[src/rtl/timebase_scheduler.sv]
// timebase_scheduler: derives the display scan strobe, the 1 Hz timekeeping
// enable, the blink level and the adjust-button auto-repeat pulses from one
// clock. A RUN/SET mode freezes the seconds timebase while the time is set.
module timebase_scheduler #(
    parameter int SCAN_DIV      = 500000,
    parameter int SCANS_PER_SEC = 200,
    parameter int HOLD_SCANS    = 200,
    parameter int REPEAT_SCANS  = 50
) (
    input  logic clk,
    input  logic rst,
    input  logic set_mode,
    input  logic adj_req,
    output logic scan_tick,
    output logic sec_tick,
    output logic blink,
    output logic adj_tick,
    output logic in_set
);

    localparam int PW   = $clog2(SCAN_DIV);
    localparam int SW   = $clog2(SCANS_PER_SEC);
    localparam int AMAX = (HOLD_SCANS > REPEAT_SCANS) ? HOLD_SCANS : REPEAT_SCANS;
    localparam int AW   = $clog2(AMAX + 1);

    localparam logic [PW-1:0] PRESC_LAST   = PW'(SCAN_DIV - 1);
    localparam logic [SW-1:0] SCAN_LAST    = SW'(SCANS_PER_SEC - 1);
    localparam logic [SW-1:0] SCAN_HALF_M1 = SW'(SCANS_PER_SEC / 2 - 1);
    localparam logic [AW-1:0] HOLD_LAST    = AW'(HOLD_SCANS - 1);
    localparam logic [AW-1:0] REP_LAST     = AW'(REPEAT_SCANS - 1);

    typedef enum logic {
        M_RUN = 1'b0,
        M_SET = 1'b1
    } mode_t;

    typedef enum logic [1:0] {
        A_IDLE   = 2'd0,
        A_HOLD   = 2'd1,
        A_REPEAT = 2'd2
    } adj_t;

    logic [PW-1:0] presc_q, presc_d;
    logic          scan_wrap;
    logic          scan_tick_q, scan_tick_d;
    logic [SW-1:0] scan_cnt_q, scan_cnt_d;
    logic          restart_q, restart_d;
    logic          blink_q, blink_d;
    logic          sec_tick_q, sec_tick_d;
    mode_t         mode_q, mode_d;
    logic          in_set_q, in_set_d;
    adj_t          adj_st_q, adj_st_d;
    logic [AW-1:0] adj_cnt_q, adj_cnt_d;
    logic          adj_prev_q, adj_prev_d;
    logic          adj_tick_q, adj_tick_d;
    logic          adj_active;

    // A scan period ends in the cycle the prescaler sits on its last count.
    assign scan_wrap = (presc_q == PRESC_LAST);

    // Free-running prescaler; the scan strobe is registered from its wrap.
    always_comb begin
        presc_d     = scan_wrap ? '0 : presc_q + PW'(1);
        scan_tick_d = scan_wrap;
    end

    // Scan counter, blink and seconds pulse; SET parks the counter at 0 and
    // arms a restart so the first scan strobe back in RUN re-opens the second.
    always_comb begin
        scan_cnt_d = scan_cnt_q;
        restart_d  = restart_q;
        blink_d    = blink_q;
        sec_tick_d = 1'b0;
        if (mode_q == M_SET) begin
            scan_cnt_d = '0;
            restart_d  = 1'b1;
        end else if (scan_wrap) begin
            if (restart_q) begin
                scan_cnt_d = '0;
                restart_d  = 1'b0;
            end else if (scan_cnt_q == SCAN_LAST) begin
                scan_cnt_d = '0;
                blink_d    = ~blink_q;
                sec_tick_d = 1'b1;
            end else begin
                scan_cnt_d = scan_cnt_q + SW'(1);
                if (scan_cnt_q == SCAN_HALF_M1) begin
                    blink_d = ~blink_q;
                end
            end
        end
    end

    // Mode follows set_mode with one clock of latency; in_set mirrors it.
    always_comb begin
        mode_d   = set_mode ? M_SET : M_RUN;
        in_set_d = set_mode;
    end

    // Adjust FSM: only live while SET is held; leaving SET drops it to idle
    // in the same cycle without a tick.
    always_comb begin
        adj_active = (mode_q == M_SET) && set_mode;
        adj_prev_d = adj_req;
        adj_st_d   = adj_st_q;
        adj_cnt_d  = adj_cnt_q;
        adj_tick_d = 1'b0;
        if (!adj_active) begin
            adj_st_d  = A_IDLE;
            adj_cnt_d = '0;
        end else begin
            case (adj_st_q)
                A_IDLE: begin
                    if (adj_req && !adj_prev_q) begin
                        adj_tick_d = 1'b1;
                        adj_cnt_d  = '0;
                        adj_st_d   = A_HOLD;
                    end
                end
                A_HOLD: begin
                    if (!adj_req) begin
                        adj_st_d  = A_IDLE;
                        adj_cnt_d = '0;
                    end else if (scan_wrap) begin
                        if (adj_cnt_q == HOLD_LAST) begin
                            adj_tick_d = 1'b1;
                            adj_cnt_d  = '0;
                            adj_st_d   = A_REPEAT;
                        end else begin
                            adj_cnt_d = adj_cnt_q + AW'(1);
                        end
                    end
                end
                A_REPEAT: begin
                    if (!adj_req) begin
                        adj_st_d  = A_IDLE;
                        adj_cnt_d = '0;
                    end else if (scan_wrap) begin
                        if (adj_cnt_q == REP_LAST) begin
                            adj_tick_d = 1'b1;
                            adj_cnt_d  = '0;
                        end else begin
                            adj_cnt_d = adj_cnt_q + AW'(1);
                        end
                    end
                end
                default: begin
                    adj_st_d  = A_IDLE;
                    adj_cnt_d = '0;
                end
            endcase
        end
    end

    // State and output registers; active-low reset clears everything.
    always_ff @(posedge clk) begin
        if (!rst) begin
            presc_q     <= '0;
            scan_tick_q <= 1'b0;
            scan_cnt_q  <= '0;
            restart_q   <= 1'b0;
            blink_q     <= 1'b0;
            sec_tick_q  <= 1'b0;
            mode_q      <= M_RUN;
            in_set_q    <= 1'b0;
            adj_st_q    <= A_IDLE;
            adj_cnt_q   <= '0;
            adj_prev_q  <= 1'b0;
            adj_tick_q  <= 1'b0;
        end else begin
            presc_q     <= presc_d;
            scan_tick_q <= scan_tick_d;
            scan_cnt_q  <= scan_cnt_d;
            restart_q   <= restart_d;
            blink_q     <= blink_d;
            sec_tick_q  <= sec_tick_d;
            mode_q      <= mode_d;
            in_set_q    <= in_set_d;
            adj_st_q    <= adj_st_d;
            adj_cnt_q   <= adj_cnt_d;
            adj_prev_q  <= adj_prev_d;
            adj_tick_q  <= adj_tick_d;
        end
    end

    assign scan_tick = scan_tick_q;
    assign sec_tick  = sec_tick_q;
    assign blink     = blink_q;
    assign adj_tick  = adj_tick_q;
    assign in_set    = in_set_q;

endmodule

[config.mk]
export PLATFORM = sky130hd
export DESIGN_NAME = timebase_scheduler
export DESIGN_NICKNAME = d
export VERILOG_FILES = /design/src/rtl/timebase_scheduler.sv
export SDC_FILE = /design/constraint.sdc
export NUM_CORES = 1
export LEC_CHECK = 0
export CELL_PAD_IN_SITES_DETAIL_PLACEMENT = 1
export CELL_PAD_IN_SITES_GLOBAL_PLACEMENT = 1
export CORE_MARGIN = 2
export CORE_UTILIZATION = 41
export CTS_CLUSTER_SIZE = 40
export DETAILED_ROUTE_END_ITERATION = 8
export PLACE_DENSITY = 0.71
export REMOVE_ABC_BUFFERS = 1
export SETUP_SLACK_MARGIN = 0.3
export SLEW_MARGIN = 20
export SYNTH_ARGS = -nofsm -noshare
export SYNTH_HDL_FRONTEND = slang
export SYNTH_SLANG_ARGS = --single-unit
[constraint.sdc]
create_clock -name clk -period 2.5 [get_ports clk]
set_input_delay 0.625 -clock clk [delete_from_list [all_inputs] [get_ports clk]]
set_output_delay 0.625 -clock clk [all_outputs]
set_load 0.1 [all_outputs]
# [After elaboration in Yosys (flattened, before gate mapping)]
# Cells that the tools add are included.
[op_classes] n_addsub=3 n_eq_ne=12 muxes=30 n_bitwise=5 n_reduce_logical=13
[ops] op="$mux 8" n=9
[ops] op="$pmux 8 s3" n=1
[ops] op="$add 19x1->19 const B" n=1
[ops] op="$eq 19x19->1 const B" n=1
[ops] op="$add 8x1->8 const B" n=2
[ops] op="$eq 8x8->1 const B" n=2
[ops] op="$mux 1" n=13
[ops] op="$mux 2" n=5
[ops] op="$ne 3x3->1 const B" n=3
[ops] op="$eq 8x6->1 const B" n=1
[ops] op="$eq 8x7->1 const B" n=1
[ops] op="$reduce_and 4->1" n=2
[ops] op="$pmux 2 s3" n=1
[ops] op="$not 1->1" n=5
[ops] op="$ne 2x2->1 const B" n=2
[ops] op="$reduce_bool 2->1" n=2
[ops] op="$reduce_or 2->1" n=2
[ops] op="$reduce_or 4->1" n=1
[ops] op="$pmux 1 s3" n=1
[ops] op="$reduce_and 3->1" n=1
[ops] op="$eq 2x1->1 const B" n=1
[ops] op="$eq 2x2->1 const B" n=1
[ops] op="$logic_and 1x1->1" n=2
[ops] op="$logic_not 2->1" n=1
[ops] op="other kinds (2)" n=2
[word_totals] register_bits=45 output_inout_bits=5 word_cells=75

# [Longest topological paths before layout]
[logic_depth] ltp_word=5 mapped_depth=7

# [Worst setup path before layout]
# Ideal clock, no wire load.
[synth_timing] kind="register -> register" startpoint="register presc_q[14]" endpoint="register adj_cnt_q[4]" setup_time_ns=0.075 arrival_time_ns=2.336 slack_ns=0.089 path_stages_with_launch=6 n_path_buf=0 synth_period_minus_slack_ns=2.411 cell_sequence="dfxtp_1 or4_1 or4_4 o31a_1 or4_1 a21oi_1"
[synth_between] elab_chain_cells=3 word_cells_on_any_way=4 classes_between="3 x eq/ne; 1 x reduce/logical"
[synth_lines] item="from (decl)" line_no="43" text="logic [PW-1:0] presc_q, presc_d;"
[synth_lines] item="from (signal assigned)" line_no="171" text="presc_q <= presc_d;"
[synth_lines] item="$eq 19x19->1 *" line_no="59" text="assign scan_wrap = (presc_q == PRESC_LAST);"
[synth_lines] item="$ne 3x3->1 (no source line)"
[synth_lines] item="$reduce_and 3->1 (no source line) *"
[synth_lines] item="to (signal assigned)" line_no="180" text="adj_cnt_q <= adj_cnt_d;"
[synth_lines] item="to (decl)" line_no="53" text="logic [AW-1:0] adj_cnt_q, adj_cnt_d;"
# Every way passes the cells marked *; elsewhere a longest branch is shown, timed or not.
# A chain may end at the register's enable or synchronous reset.

# [Worst setup path after layout]
[layout_timing] startpoint="register presc_q[14]" endpoint="register blink_q, in the netlist blink"
[layout_between] elab_chain_cells=2
[layout_lines] item="$eq 19x19->1" line_no="59"
[layout_lines] item="$reduce_and 4->1 (no source line)"
[layout_lines] item="to (signal assigned)" line_no="175" text="blink_q <= blink_d;"
[layout_lines] item="to (decl)" line_no="48" text="logic blink_q, blink_d;"
# No other way between the ends.

==> results.md <==
* Initial Util at 0.431
* Clock period minus final worst setup slack at 2380 ps
* CP max-delay cell: or4_4
* Die Wd at 77.7 um
* DRC viols at 0
* Post-place setup slack at -41.9 ps
* Die footprint at between 6000 and 7000 sq um
* Nets at 321
* Gr usage total at 0.206
* Root Buffer: clkbuf_8
* Most used DFF post-synth: dfxtp_1
* Num rows at 26
* Final worst slack at 125 ps
* M1 GR Usage at 0.263
* Grt met2 use at 0.347
* Hold-fix buffers, CTS at 0
* Die H at 77.7 um
* Synth top area cells: dfxtp_1, nor2_1, xnor2_1, ha_1, nand2_1
* Gr ovfl total at 0
* Area added between synthesis and finish at 33.0%
* Count leader, synth: dfxtp_1
* Crit. Startpoint: presc_q[14]
* Setup-failing EPs final at 0
* First drt pass iteration count at 4
* Setup Skew at 6.56 ps
* Share of Yosys cell area claimed by the top area cell type at 0.395
* F_max at 421 MHz
* Yosys warnings at 0
* CTS H-tree lvls at 2
* Core Region at ~5200 sq um
* # clock sinks at 44
* I/O pins at 9
* Antenna violations before repair at 0
* Peak supply drop at 265 uV
* Most used cell along the critical path: or4_4
* #FFs+latches synth at 44
* Placed Area at ~2600 sq um
* Startpoint Class: flip-flop
* Mapped Cells at 263
* Cells after DPL at 366
* Routed len/inst at 15.9 um
* Vias at ~2100
* Mapped Area at 2230 sq um
* Leak at 1.06 nW
* CTS tree: done
* Post-Layout Cell Count at 380
* Max-Slew Margin vs Limit at 0.708
* Num CTS Buffers at 5
* I/O Buffers at 8
* Setup TNS Final at 0 ps
* Unrepaired setup endpoints after global routing: yes
* Distinct cell type count after synthesis at 56
* Routed WL at 6.04 mm
* Area leader, netlist: dfxtp_1
* CTS Buffer Depth at 2
* Largest net degree at the start of global routing at 16
* Arrival @ worst endpoint at between 2000 and 3000 ps
* Outcome: complete, no violations
* First-pass GRT wire length at 9.98 mm
* Layout cell share with drive strength beyond 1 at 0.284
* RR Startpoint: presc_q[14]
* DP HPWL at 4.14 mm
* HP Start: presc_q[0]
* Crit end category: flip-flop
* Power Dens Cells at 467 nW/um^2
* Slowest Stage Delay on Critical Path at 580 ps
* Crit-path max FO at 4
* Total power at 0.00139 W
* Initial DRC Count at 60
* CP Class: reg2reg
* EDFF count, synth at 0
* Design area at ~3000 sq um
* Worst hold path type: reg2reg
* Avg Cell Area, Syn at 8.48 sq um
* Period utilization at 0.950
* Slew @ Worst Pin at 437 ps
* Slew Viols, Final at 0
* Max_cap viols at 0
* Antenna cells at 0
* Routed Antenna Nets at 0
* Clk slew on worst S/H paths at 90 ps
* CP top delay family: simple AND/OR/NAND/NOR gates
* GRT busiest layer: met2
* Vias in the first global route at roughly 2100
* Synth top cells by count: dfxtp_1, nor2_1, nand2_1
* GR Layer Usage met3 at 0.0419
* Synth async-reset ratio at 0
* Routability cong. at 0.814
* Drt via density at 5.51
* CP required at 2750 ps
* Hold Fails Final Rpt at 0
* Cell Chain, Critical Path: or4_1 > or4_4 > or2_4 > or4_4 > a21oi_2
* CP Buf/Inv Count at 0
* Sequential fraction of the synthesis area at 0.395
* Worst skew pair latency at 310 ps
==> cell usage in the layout (no fill, tap or decap), types with 3 or more instances in the layout <==
master,Yosys,final
a21oi_1,10,7
and2_1,3,3
a32o_1,3,3
buf_4,0,37
nand2_1,22,21
xor2_1,7,7
inv_1,10,10
xnor2_1,15,15
nor3_1,16,14
nor2_2,0,5
nor2_4,0,8
nand3_1,11,11
dfxtp_1,44,43
or4_1,4,3
and3_2,3,3
and3_1,5,5
o21ai_0,6,4
ha_1,8,8
clkdlybuf4s50_1,0,3
nand4_1,6,6
a21oi_2,0,3
nor2_1,38,25
clkbuf_8,0,5
==> kinds of logic after synthesis <==
logic type,count (synthesis),share of synthesized area
compound gates,37,0.114
simple gates,135,0.325
buf+inv,15,0.0258
mux,2,0.00898
fa+ha+maj,8,0.0449
flops,44,0.395
xor+xnor,22,0.0864
==> flip-flops by register name, summed over array words and instances, names as in the netlist <==
name        flops
sec_tick        1
presc_q        19
scan_cnt_q      8
restart_q       1
mode_q          1
blink           1
adj_st_q        2
scan_tick       1
adj_cnt_q       8
adj_prev_q      1
adj_tick        1
==> metrics by stage <==
stage          hold slack [ps]  utilization
5_1_grt                    522        0.573
3_5_place_dp               460        0.503
6_report                   477        0.573
2_1_floorplan              426            -
4_1_cts                    482        0.536
3_3_place_gp               447        0.503
==> timing repair <==
action | in CTS | in global routing
setup endpoints to repair | 33 | 31
buffers inserted | 2 | 3
pin swaps | 10 | 17
gates cloned | 0 | 1
gates resized for setup | 12 | 36
==> power by group <==
| part | internal (W) | switching (W) |
|---|---|---|
| logic | 0.0000409 | 0.0000547 |
| clock network | 0.000301 | 0.000272 |
| registers | 0.000708 | 0.00000871 |
==> final timing paths <==
kind | endpoint | depth (start not counted) | slack (ps)
max | blink | 5 | 120
min | presc_q[0] | 1 | 480
max reg2reg | blink | 5 | 120
min reg2reg | presc_q[0] | 1 | 480
==> layer usage <==
metal / vias up / wire length [um]
met1: 1042 / 2840
met4: 0 / 98
met3: 7 / 117
li1: 1030 / -
met2: 14 / 2980
met5: - / 0
==> cell type report <==
class,count,area (sq um)
clock buffer,5,68.8
clock inverter,3,46.3
fill,600,2210
inverter,10,37.5
multi-input combinational,204,1460
sequential,44,882
tap,70,87.6
timing repair buffer,44,379
No activity file was read; power rests on OpenSTA's default activity.
